File: src/rtl/button_shaper_multi.sv
// Multi-channel push-button shaper: 2-flop sync, debounce FSM, one-cycle press pulse and held level.
// Optional auto-repeat while held is enabled by defining BUTTON_SHAPER_REPEAT_EN.
module button_shaper_multi #(
  parameter int unsigned NUM_CH        = 4,
  parameter int unsigned DEB_CYCLES    = 4,
  parameter int unsigned REPEAT_DELAY  = 16,
  parameter int unsigned REPEAT_PERIOD = 4,
  parameter int unsigned CNT_W         = 8
) (
  input  logic              Clk,
  input  logic              Rst,
  input  logic [NUM_CH-1:0] B,
  output logic [NUM_CH-1:0] B_Out,
  output logic [NUM_CH-1:0] B_Held,
  output logic              B_Any
);

  typedef enum logic [2:0] {
    IDLE     = 3'd0,
    PRESS_DB = 3'd1,
    PULSE    = 3'd2,
    HELD     = 3'd3,
    REL_DB   = 3'd4
  } state_t;

  localparam logic [CNT_W-1:0] DEB_LAST = CNT_W'(DEB_CYCLES - 1);
`ifdef BUTTON_SHAPER_REPEAT_EN
  localparam logic [CNT_W-1:0] RPT_DLY_LAST = CNT_W'(REPEAT_DELAY - 1);
  localparam logic [CNT_W-1:0] RPT_PER_LAST = CNT_W'(REPEAT_PERIOD - 1);
`endif

  logic [NUM_CH-1:0] r_sync1;
  logic [NUM_CH-1:0] r_sync2;

  // Reset to all-ones so a held button is seen as released until resampled
  always_ff @(posedge Clk or posedge Rst) begin
    if (Rst) begin
      r_sync1 <= '1;
      r_sync2 <= '1;
    end else begin
      r_sync1 <= B;
      r_sync2 <= r_sync1;
    end
  end

  for (genvar g = 0; g < NUM_CH; g++) begin : g_ch
    state_t           r_state;
    state_t           w_next;
    logic [CNT_W-1:0] r_cnt;
    logic [CNT_W-1:0] w_cnt_nxt;
    logic             w_s;
`ifdef BUTTON_SHAPER_REPEAT_EN
    logic             r_rep_phase;
    logic             w_rep_phase_nxt;
`endif

    assign w_s = r_sync2[g];

    always_ff @(posedge Clk or posedge Rst) begin
      if (Rst) begin
        r_state     <= IDLE;
        r_cnt       <= '0;
`ifdef BUTTON_SHAPER_REPEAT_EN
        r_rep_phase <= 1'b0;
`endif
      end else begin
        r_state     <= w_next;
        r_cnt       <= w_cnt_nxt;
`ifdef BUTTON_SHAPER_REPEAT_EN
        r_rep_phase <= w_rep_phase_nxt;
`endif
      end
    end

    // Next state; counter is compared before incrementing so it never wraps
    always_comb begin
      w_next    = r_state;
      w_cnt_nxt = r_cnt;
`ifdef BUTTON_SHAPER_REPEAT_EN
      w_rep_phase_nxt = r_rep_phase;
`endif
      case (r_state)
        IDLE: begin
          if (!w_s) begin
            w_next    = PRESS_DB;
            w_cnt_nxt = '0;
          end
        end
        PRESS_DB: begin
          if (w_s)                   w_next    = IDLE;
          else if (r_cnt == DEB_LAST) w_next   = PULSE;
          else                        w_cnt_nxt = r_cnt + CNT_W'(1);
        end
        PULSE: begin
          w_next    = HELD;
          w_cnt_nxt = '0;
        end
        HELD: begin
          if (w_s) begin
            w_next    = REL_DB;
            w_cnt_nxt = '0;
          end
`ifdef BUTTON_SHAPER_REPEAT_EN
          else if (r_cnt == (r_rep_phase ? RPT_PER_LAST : RPT_DLY_LAST)) begin
            w_next          = PULSE;
            w_rep_phase_nxt = 1'b1;
          end else begin
            w_cnt_nxt = r_cnt + CNT_W'(1);
          end
`endif
        end
        REL_DB: begin
          if (!w_s) begin
            w_next    = HELD;
            w_cnt_nxt = '0;
          end else if (r_cnt == DEB_LAST) begin
            w_next = IDLE;
          end else begin
            w_cnt_nxt = r_cnt + CNT_W'(1);
          end
        end
        default: begin
          w_next    = IDLE;
          w_cnt_nxt = '0;
        end
      endcase
`ifdef BUTTON_SHAPER_REPEAT_EN
      if (w_next == IDLE) w_rep_phase_nxt = 1'b0;
`endif
    end

    assign B_Out[g]  = (r_state == PULSE);
    assign B_Held[g] = (r_state == HELD) || (r_state == REL_DB);
  end

  assign B_Any = |B_Out;

endmodule

File: config.mk
export PLATFORM = sky130hd
export DESIGN_NAME = button_shaper_multi
export DESIGN_NICKNAME = d
export VERILOG_FILES = /design/src/rtl/button_shaper_multi.sv
export SDC_FILE = /design/constraint.sdc
export NUM_CORES = 1
export LEC_CHECK = 0
export CAP_MARGIN = 25
export CORE_MARGIN = 1.5
export CORE_UTILIZATION = 48
export DETAILED_ROUTE_END_ITERATION = 8
export HOLD_SLACK_MARGIN = 0.15
export PLACE_DENSITY = 0.67
export SYNTH_ARGS = -nofsm -noshare
export SYNTH_HDL_FRONTEND = slang
export SYNTH_SLANG_ARGS = --single-unit
File: constraint.sdc
create_clock -name Clk -period 5 [get_ports Clk]
set_input_delay 1 -clock Clk [delete_from_list [all_inputs] [get_ports Clk]]
set_output_delay 1 -clock Clk [all_outputs]
set_load 0.05 [all_outputs]
==> results of run 1 <==
metrics by stage:
| step | worst slack [ns] | cells |
|---|---|---|
| after floorplan | 1.71 | 306 |
| after global placement | 1.90 | 381 |
| after detailed placement | 1.88 | 381 |
| after CTS | 1.53 | 389 |
| after global routing | 1.41 | 389 |
| final | 1.54 | 389 |
layout make-up:
cell class,instances,area share (%)
clock inverter,1,0.157
sequential,52,41.2
tap,75,2.95
inverter,8,0.943
multi-input combinational,231,47.7
timing repair buffer,15,4.64
clock buffer,7,2.40
cell usage in the layout (no fill, tap or decap), drive strengths merged, types with 3 or more instances in the layout:
| cell | count |
|---|---|
| o31ai | 4 |
| dfrtp | 44 |
| nor4 | 6 |
| clkdlybuf4s50 | 14 |
| and2 | 4 |
| and3 | 3 |
| or4 | 8 |
| o22ai | 4 |
| nor4b | 3 |
| dfstp | 8 |
| nand2b | 6 |
| nor3 | 4 |
| a21oi | 21 |
| nand4 | 9 |
| o32ai | 5 |
| xor2 | 3 |
| o311ai | 3 |
| nand3b | 4 |
| or3 | 11 |
| xnor2 | 6 |
| nor3b | 6 |
| nor2 | 24 |
| or3b | 4 |
| nand3 | 15 |
| inv | 8 |
| o21ai | 20 |
| ha | 4 |
| nand2 | 19 |
| or2 | 4 |
| clkbuf | 7 |
| nor2b | 6 |
cell families after synthesis:
group,count (synthesis)
buf+inv,23
flops,52
mux,1
fa+ha+maj,4
simple gates,142
xor+xnor,9
compound gates,75
sequential cells by signal, indices dropped and copies added, names as in the netlist:
name,cells
r_sync2,4
r_sync1,4
g_ch.r_cnt,32
g_ch.r_state,12
synth_stat cells (3+ instances only):
master    instances  area (µm²)
dfstp_2           8         210
o32ai_1           5        43.8
nor4b_1           3        26.3
buf_2             9        45.0
nand3_1          15        75.1
or3_1            10        62.6
nor3b_1           5        37.5
or3b_2            3        26.3
nand4_1           9        56.3
xnor2_1           6        52.6
o22ai_1           4        25.0
inv_1             8        30.0
o31ai_1           4        30.0
and3_1            3        18.8
nor3_1            4        20.0
nor2b_1           6        37.5
or4_1             8        60.1
nor4_1            5        31.3
and2_1            4        25.0
nand3b_1          4        30.0
nand2_1          19        71.3
dfrtp_1          44        1100
o21ai_0          20         100
nor2_1           24        90.1
ha_1              4        50.1
a21oi_1          19        95.1
nand2b_1          6        37.5
xor2_1            3        26.3
power by group through the flow:
stage          combinational, mW  clock [mW]  sequential, mW
6_report                   0.667       0.235           0.633
5_1_grt                    0.737       0.262           0.657
4_1_cts                    0.671       0.245           0.631
3_5_place_dp               0.667           0           0.640
3_3_place_gp               0.659           0           0.635
2_1_floorplan              0.590           0           0.565
per-layer routing:
metal | vias up | track usage, % | part of all wire, %
li1 | 1153 | - | -
met1 | 1124 | 27.7 | 50
met2 | 43 | 29.6 | 46
met3 | 4 | 3.82 | 3.4
met4 | 0 | 5.34 | 0.94
met5 | - | 0 | 0
path summary, 6_finish.rpt:
path | start | to | slack [ns] | cells after the start
min | r_sync1[0]$_DFF_PP1_ | r_sync2[0]$_DFF_PP1_ | 0.36 | 0
min reg2reg | r_sync1[0]$_DFF_PP1_ | r_sync2[0]$_DFF_PP1_ | 0.36 | 0
max in group asynchronous | Rst | r_sync2[3]$_DFF_PP1_ | 3.09 | 3
max | g_ch[1].r_state[1]$_DFFE_PP0P_ | B_Any | 1.54 | 4
min in group asynchronous | Rst | g_ch[2].r_state[1]$_DFFE_PP0P_ | 1.13 | 2
max reg2reg | g_ch[3].r_cnt[0]$_DFFE_PP0P_ | g_ch[3].r_cnt[4]$_DFFE_PP0P_ | 3.02 | 5
critical path, stage by stage (launching register included):
cell             delay, ns
dfrtp_1               0.51
nor2b_1               0.22
nor2b_1               0.16
or4_1                 0.55
clkdlybuf4s50_1       0.73
==> impl_results.md, run 1 <==
* Outcome: finished, final reports clean
* Reg area at roughly 0.0013 mm²
* H-tree depth at 2
* TritonRoute pass-1 iters at 4
* Final Hold Viols at 0
* DP Area at around 0.0031 mm²
* Die area at about 0.0066 mm²
* Diode count at 0
* Adder-Cell Fraction of Synth Area at under 10%
* Max-Cap Viols at 0
* Routability congestion estimate at 0.788
* Antenna violations before repair at 0
* VDD IR-drop max at between 400 and 500 µV
* # hold bufs at CTS at 0
* Buffers added on ports at 14
* Ys flop type: dfrtp_1
* Simple-Gate Fraction of Synth Area at just under 30%
* Period utilization at between 60 and 70%
* Io pins at 15
* CTS Sinks at 52
* Synth Instances at 306
* Routed WL per cell at approximately 15 µm
* Clock share of power at between 10% and 20%
* Die H at approximately 81 µm
* WL final at 5650 µm
* Post-synth cell types at between 60 and 70
* Footprint of the multi-input gates at around 0.0015 mm²
* DRT iter0 DRCs at ~200
* Setup CP Type: flop to primary output
* Clk Latency, worst-skew pair at 0.30 ns
* CP max FO at 10
* HPWL Detailed at ~4000 µm
* Arrival time at the worst endpoint at approximately 2.5 ns
* Min cycle time layout at approximately 3.5 ns
* GRT overflow at 0
* Slew Viols, Final at 0
* Internal power at 0.866 mW
* Final setup viols at 0
* Worst Max-Slew Pin Slew at a little over 0.7 ns
* Register area share after synthesis at about 45%
* Fin Setup TNS at 0 ns
* Power per cell area at a little under 500 mW/mm²
* Total global-route track usage at 19.3%
* CTS Buf Count at 5
* Vias in the first global route at around 2.1k
* Mapped Area at slightly below 0.003 mm²
* Yosys warns at 0
* Sw frac at a little over two fifths
* Synth Area in XOR/XNOR at around 2.7%
* Fin area at ~0.0032 mm²
* Largest family of logic cells by synthesized area: simple AND/OR/NAND/NOR gates
* Vias at around 2.3k
* CTS tree: yes
* Syn Nets at between 300 and 400
* Setup Skew at about 0.0050 ns
* Ys async rst share at 100%
* Worst Path Required at approximately 4.0 ns
* Layout cells sized above 1 at 10.2%
* Post-synthesis mux area share at less than 1%
* Post-synth EDFFs at 0
* Post-CTS setup buffer count at 0
* #FFs+latches synth at between 50 and 60
* Vias per inst at around 6
* Lkg Pwr at between 1 and 1.5 nW
* Startpoint Class: flop
* Clk buf depth at 2
* Reg power frac at roughly two fifths
* Drt drc at 0
* Nets at between 300 and 400
* Global-route wire length before repair at roughly 10000 µm
* Fmax achieved at roughly 0.29 GHz
* Worst min path class: flop to flop
* Post-synthesis compound-gate area fraction at approximately 17%
* DRT antenna net count at 0
* Width of the die at slightly above 80 µm
* Root Buffer: clkbuf_8
* Synth Area per Inst at a little under 10 µm²
* RSZ-0062 raised after global routing: no
* Worst slew margin at a little over half
* Initial Utilization at approximately half
* Logic pwr share at between 40% and 50%
* Filler cells at about 530
* Clock slew at reported path FFs at roughly 0.09 ns
* Sw power at between 0.6 and 0.7 mW
* Critical Path Sink Type: primary output
* # rows at 28
* Synth-to-Final Area Change at 8.21%
* Hold_ws at ~0.36 ns
* Final Util at between 50% and 60%
* Maximum number of pins on one net before global-route repair at 35
* Area of the core at around 0.006 mm²
* Post-cts sizing count at 0
* Total power draw at between 1.5 and 2 mW
(Power assumes the default switching activity.)
==> inputs of run 2 (changes only) <==
==> constraint.sdc (replaced) <==
create_clock -name Clk -period 3.5 [get_ports Clk]
set_input_delay 0.7 -clock Clk [delete_from_list [all_inputs] [get_ports Clk]]
set_output_delay 0.7 -clock Clk [all_outputs]
set_load 0.05 [all_outputs]
==> impl_results.md, run 2 (same netlist as run 1, synthesis figures left out) <==
* Outcome: finished, final reports clean
* Post-CTS setup buffer count at 0 (unchanged)
* WL final at 5550 µm (-1.9%)
* Arrival time at the worst endpoint at 2.46 ns (about the same)
* Worst Max-Slew Pin Slew at 0.634 ns (-0.0737 ns)
* # rows at 28 (unchanged)
* Final setup viols at 0 (unchanged)
* Clock slew at reported path FFs at 0.10 ns (about the same)
* CTS Buf Count at 5 (unchanged)
* RSZ-0062 raised after global routing: no
* Root Buffer: clkbuf_8
* Slew Viols, Final at 0 (unchanged)
* Largest regs: g_ch.r_cnt: 32 flops, g_ch.r_state: 12 flops
* Hold_ws at 0.360 ns (+0.000128 ns)
* DRT antenna net count at 0 (unchanged)
* Layout cells sized above 1 at 10.8% (+0.60 points)
* Routability congestion estimate at 0.793 (+0.70%)
* Clk buf depth at 2 (unchanged)
* Power per cell area at 694 mW/mm² (+44%)
* Clock share of power at 16.5% (+1.2 points)
* Vias at 2278 (-2.0%)
* Critical Path Most Common Cell: nor2b_1
* Max-Cap Viols at 0 (unchanged)
* M2 GR Usage at 28.1% (-1.5 points)
* Commonest non-fill, non-tap cell in the layout: dfrtp_1
* Setup Skew at 0.0135 ns (+0.00853 ns)
* Worst slew margin at 57.7% (+4.9 points)
* Io pins at 15 (unchanged)
* Largest register by flop count: g_ch.r_cnt
* Die H at 81.3 µm (unchanged)
* Logic pwr share at 42.7% (-0.7 points)
* Worst Path Required at 2.80 ns (-1.20 ns)
* GR Layer Usage met3 at 3.82% (unchanged)
* Met1 Use GR at 27.3% (-0.35 points)
* Nets at 324 (+0.31%)
* Global-route wire length before repair at 9850 µm (-0.48%)
* Fin Setup TNS at 0 ns (unchanged)
* Clk Latency, worst-skew pair at 0.31 ns (about the same)
* Area of the core at 0.00592 mm² (unchanged)
* Total global-route track usage at 19.1% (-0.15 points)
* Global route hottest layer: met2
* Crit-path max cell delay at 0.73 ns (about the same)
* GRT overflow at 0 (unchanged)
* Final Hold Viols at 0 (unchanged)
* Reg power frac at 40.7% (-0.6 points)
* CTS Sinks at 52 (unchanged)
* CTS tree: yes
* Diode count at 0 (unchanged)
* Synth-to-Final Area Change at 9.10%
* Vias per inst at 5.84 (-2.2%)
* Worst min path class: flop to flop
* Post-cts sizing count at 0 (unchanged)
* Antenna violations before repair at 0 (unchanged)
* CP max FO at 10 (unchanged)
* H-tree depth at 2 (unchanged)
* Initial Utilization at 49.7% (unchanged)
* Width of the die at 81.3 µm (unchanged)
* Internal power at 1.28 mW (+48%)
* Startpoint Class: flop
* Slowest CP cell: clkdlybuf4s50_1
* Maximum number of pins on one net before global-route repair at 32 (-8.6%)
* Most frequent cells in the layout: dfrtp_1 (44), nor2_1 (24), o21ai_0 (20), a21oi_1 (19), nand2_1 (19)
* Buffers added on ports at 14 (unchanged)
* Crit-path cells: nor2b_1 > nor2b_1 > or4_1 > clkdlybuf4s50_1
* VDD IR-drop max at 390 µV (-11%)
* Max reg flops at 32 (unchanged)
* Period utilization at between 90 and 100%
* HPWL Detailed at 3980 µm (+0.24%)
* Routed WL per cell at 14.2 µm (-2.2%)
* Filler cells at 545 (+3.6%)
* TritonRoute pass-1 iters at 4 (unchanged)
* DRT iter0 DRCs at 97 (-51%)
* # hold bufs at CTS at 0 (unchanged)
* CP top delay family: simple AND/OR/NAND/NOR gates
* Critical Path Sink Type: primary output
* Critical path buffer and inverter count at 1 (unchanged)
* Lkg Pwr at 1.24 nW (+1.1%)
* Setup CP Type: flop to primary output
* Die area at 0.00661 mm² (unchanged)
* Min cycle time layout at ~3.2 ns
* Fmax achieved at ~0.32 GHz
* Sw power at 0.948 mW (+42%)
* Drt drc at 0 (unchanged)
* Sw frac at 42.6% (-0.97 points)
* Vias in the first global route at 2153 (+2.6%)
-- run 2: final cells by class --
cell class	instances	area [µm²]	share of cell area, %
Tap cell	75	93.8	2.92
Inverter	8	30.0	0.936
Multi-Input combinational cell	231	1520	47.3
Sequential cell	52	1310	40.9
Timing Repair Buffer	16	155	4.83
Clock buffer	8	100	3.12
-- run 2: metal layers --
layer	share of wire, %	vias up
met1	51	1080
met2	44	33
met3	3.7	10
li1	-	1155
met5	0	-
met4	1.7	0
-- run 2: worst reg2reg max path, stage by stage (launching register included) --
cell     delay [ns]
dfrtp_1        0.42
ha_1           0.21
or4b_1         0.49
nor4_4         0.40
a21o_1         0.29
nor2_1         0.07
-- run 2: power by group through the flow --
stage	Sequential, mW	Clock [mW]	Combinational [mW]
finish	0.907	0.368	0.951
global route	0.934	0.412	1.06
CTS	0.903	0.390	0.959
detailed placement	0.912	0	0.954
global placement	0.909	0	0.943
floorplan	0.808	0	0.842
-- run 2: final timing paths --
check	start	end	slack (ns)	cells past startpoint
setup / recovery	g_ch[1].r_state[1]$_DFFE_PP0P_	B_Any	0.34	4
hold / removal	r_sync1[2]$_DFF_PP1_	r_sync2[2]$_DFF_PP1_	0.36	0
setup reg to reg	g_ch[3].r_cnt[0]$_DFFE_PP0P_	g_ch[3].r_cnt[5]$_DFFE_PP0P_	1.52	5
hold reg to reg	r_sync1[2]$_DFF_PP1_	r_sync2[2]$_DFF_PP1_	0.36	0
max in group asynchronous	Rst	r_sync2[3]$_DFF_PP1_	2.02	3
min in group asynchronous	Rst	g_ch[2].r_cnt[5]$_DFFE_PP0P_	0.79	2
-- run 2: per-stage QoR --
step | area, µm² | power (mW) | instances | setup slack (ns) | utilization [%]
CTS | 3210 | 2.25 | 390 | 0.334 | 54.2
floorplan | 2940 | 1.65 | 306 | 0.506 | -
global placement | 3110 | 1.85 | 382 | 0.697 | 52.5
finish | 3210 | 2.23 | 390 | 0.345 | 54.2
global route | 3210 | 2.40 | 390 | 0.254 | 54.2
detailed placement | 3110 | 1.87 | 382 | 0.718 | 52.5
==> inputs of run 3 (changes only) <==
--- a/config.mk
+++ b/config.mk
@@ -8,6 +8,8 @@
 export CAP_MARGIN = 25
 export CORE_MARGIN = 1.5
 export CORE_UTILIZATION = 48
+export CTS_BUF_LIST = sky130_fd_sc_hd__clkbuf_8 sky130_fd_sc_hd__clkbuf_16
+export CTS_CLUSTER_DIAMETER = 120
 export DETAILED_ROUTE_END_ITERATION = 8
 export HOLD_SLACK_MARGIN = 0.15
 export PLACE_DENSITY = 0.67
==> constraint.sdc (replaced) <==
create_clock -name Clk -period 2.95 [get_ports Clk]
set_input_delay 0.59 -clock Clk [delete_from_list [all_inputs] [get_ports Clk]]
set_output_delay 0.59 -clock Clk [all_outputs]
set_load 0.05 [all_outputs]
==> impl_results.md, run 3 (same netlist as run 1, synthesis figures left out) <==
* Critical Path Sink Type: primary output
* Total global-route track usage at 18.7% (-0.46 points)
* Arrival time at the worst endpoint at 2.18 ns (-0.28 ns)
* Vias in the first global route at 2115 (-1.8%)
* Clk Latency, worst-skew pair at 0.30 ns (about the same)
* Logic pwr share at 42.2% (-0.5 points)
* Maximum number of pins on one net before global-route repair at 53 (+66%)
* Crit-path max cell delay at 0.80 ns (+0.07 ns)
* Crit-path cells: buf_4 > or3b_2 > nand2_1 > clkdlybuf4s50_1
* Layout cells sized above 1 at 11.4% (+0.60 points)
* Non-Filler Instances at 391 (+0.26%)
* WL final at 5570 µm (+0.40%)
* # rows at 28 (unchanged)
* Width of the die at 81.3 µm (unchanged)
* DRT antenna net count at 0 (unchanged)
* Largest regs: g_ch.r_cnt: 32 flops, g_ch.r_state: 12 flops
* Clock share of power at 19.4% (+2.9 points)
* Root Buffer: clkbuf_8
* Most frequent cells in the layout: dfrtp_1 (44), nor2_1 (24), o21ai_0 (20), a21oi_1 (19), nand2_1 (19)
* Slowest CP cell: clkdlybuf4s50_1
* Setup CP Type: flop to primary output
* Worst Path Required at 2.36 ns (-0.44 ns)
* Routed WL per cell at 14.2 µm (+0.14%)
* Internal power at 1.60 mW (+25%)
* CP max FO at 9 (-1)
* Post-CTS setup buffer count at 0 (unchanged)
* Critical path launch point: g_ch[1].r_state[1]$_DFFE_PP0P_
* Final Hold Viols at 0 (unchanged)
* Routability congestion estimate at 0.802 (+1.1%)
* Total power draw at 2.74 mW (+23%)
* Drt drc at 0 (unchanged)
* Antenna violations before repair at 0 (unchanged)
* Min cycle time layout at approximately 2.8 ns
* Commonest non-fill, non-tap cell in the layout: dfrtp_1
* HPWL Detailed at 3860 µm (-2.9%)
* Hold depth at 0 (unchanged)
* Worst slew margin at 56.8% (-0.92 points)
* Reg power frac at 38.4% (-2.3 points)
* GRT overflow at 0 (unchanged)
* Final setup viols at 0 (unchanged)
* Power per cell area at 846 mW/mm² (+22%)
* Worst Reg2Reg Path Length in Cells at 5 (unchanged)
* Setup Skew at 0.00526 ns (-0.00828 ns)
* Synth-to-Final Area Change at 10.2%
* Largest register by flop count: g_ch.r_cnt
* Worst hold start: r_sync1[3]$_DFF_PP1_
* Vias per inst at 5.80 (-0.74%)
* Fmax achieved at 0.361 GHz
* R2R Path Start: g_ch[3].r_cnt[0]$_DFFE_PP0P_
* Fin Setup TNS at 0 ns (unchanged)
* TritonRoute pass-1 iters at 4 (unchanged)
* H-tree depth at 2 (unchanged)
* Outcome: finished, final reports clean
* Filler cells at 536 (-1.7%)
* VDD IR-drop max at 516 µV (+32%)
* Io pins at 15 (unchanged)
* Max reg flops at 32 (unchanged)
* Diode count at 0 (unchanged)
* Worst Max-Slew Pin Slew at 0.648 ns (+0.0148 ns)
* Lkg Pwr at 1.26 nW (+1.7%)
* CTS Sinks at 52 (unchanged)
* Slew Viols, Final at 0 (unchanged)
* Clock slew at reported path FFs at 0.09 ns (about the same)
* Buffers added on ports at 14 (unchanged)
* Sw power at 1.14 mW (+20%)
* Hold_ws at 0.359 ns (-0.00150 ns)
* Max-Cap Viols at 0 (unchanged)
* Vias at 2267 (-0.48%)
* Area of the core at 0.00592 mm² (unchanged)
* Startpoint Class: flop
* Initial Utilization at 49.7% (unchanged)
* CTS Buf Count at 5 (unchanged)
* RSZ-0062 raised after global routing: no
* Global-route wire length before repair at 9570 µm (-2.9%)
* Die area at 0.00661 mm² (unchanged)
* Sw frac at 41.6% (-1.0 points)
* Die H at 81.3 µm (unchanged)
* Clk buf depth at 2 (unchanged)
* DRT iter0 DRCs at 111 (+14%)
* CTS tree: yes
* Period utilization at around 94%
* Nets at 325 (+0.31%)
* Worst min path class: flop to flop
* Placed insts at 383 (+0.26%)
==> run 3: stage by stage <==
| step | utilization (%) | instance area [µm²] | worst slack [ns] |
|---|---|---|---|
| final | 54.8 | 3240 | 0.180 |
| after detailed placement | 52.6 | 3120 | 0.300 |
| after CTS | 54.8 | 3240 | 0.156 |
| after global routing | 54.8 | 3240 | 0.101 |
| after global placement | 52.6 | 3120 | 0.351 |
| after floorplan | - | 2940 | 0.0665 |
==> run 3: worst paths after layout <==
check / to / slack (ns)
max reg2reg: g_ch[3].r_cnt[3]$_DFFE_PP0P_ / 0.99
max: B_Held[1] / 0.18
max in group asynchronous: g_ch[1].r_cnt[4]$_DFFE_PP0P_ / 1.74
min reg2reg: r_sync2[3]$_DFF_PP1_ / 0.36
min: r_sync2[3]$_DFF_PP1_ / 0.36
min in group asynchronous: g_ch[2].r_cnt[6]$_DFFE_PP0P_ / 0.77
==> run 3: power groups by stage <==
stage | clock network [mW] | logic (mW) | registers [mW]
after floorplan | 0 | 0.999 | 0.958
after global placement | 0 | 1.15 | 1.06
after detailed placement | 0 | 1.17 | 1.06
after CTS | 0.552 | 1.17 | 1.05
after global routing | 0.577 | 1.28 | 1.09
final | 0.531 | 1.16 | 1.05
==> run 3: timing repair <==
item,in CTS,in global routing
resized for setup,1,0
setup endpoints to repair,1,0
endpoints found under the hold margin,0,0
hold buffers,0,0
==> run 3: per-layer routing <==
layer	GRT usage, %	routed length (µm)
met4	4.66	27
met1	26.2	2800
met5	0	0
met3	4.61	198
met2	28.9	2540
==> run 3: layout make-up <==
class / instances / area [µm²] / share of cell area [%]
Sequential cell: 52 / 1310 / 40.4
Timing Repair Buffer: 17 / 161 / 4.98
Inverter: 8 / 30.0 / 0.926
Tap cell: 75 / 93.8 / 2.89
Clock buffer: 7 / 96.3 / 2.97
Clock inverter: 1 / 30.0 / 0.926
Multi-Input combinational cell: 231 / 1520 / 46.9
==> run 3: worst max-delay path, delay by kind of cell, from the launching register on <==
kind	cells	cell delay, ns
buffers and inverters	2	0.97
flip-flops	1	0.38
AND/OR/NAND/NOR	2	0.53
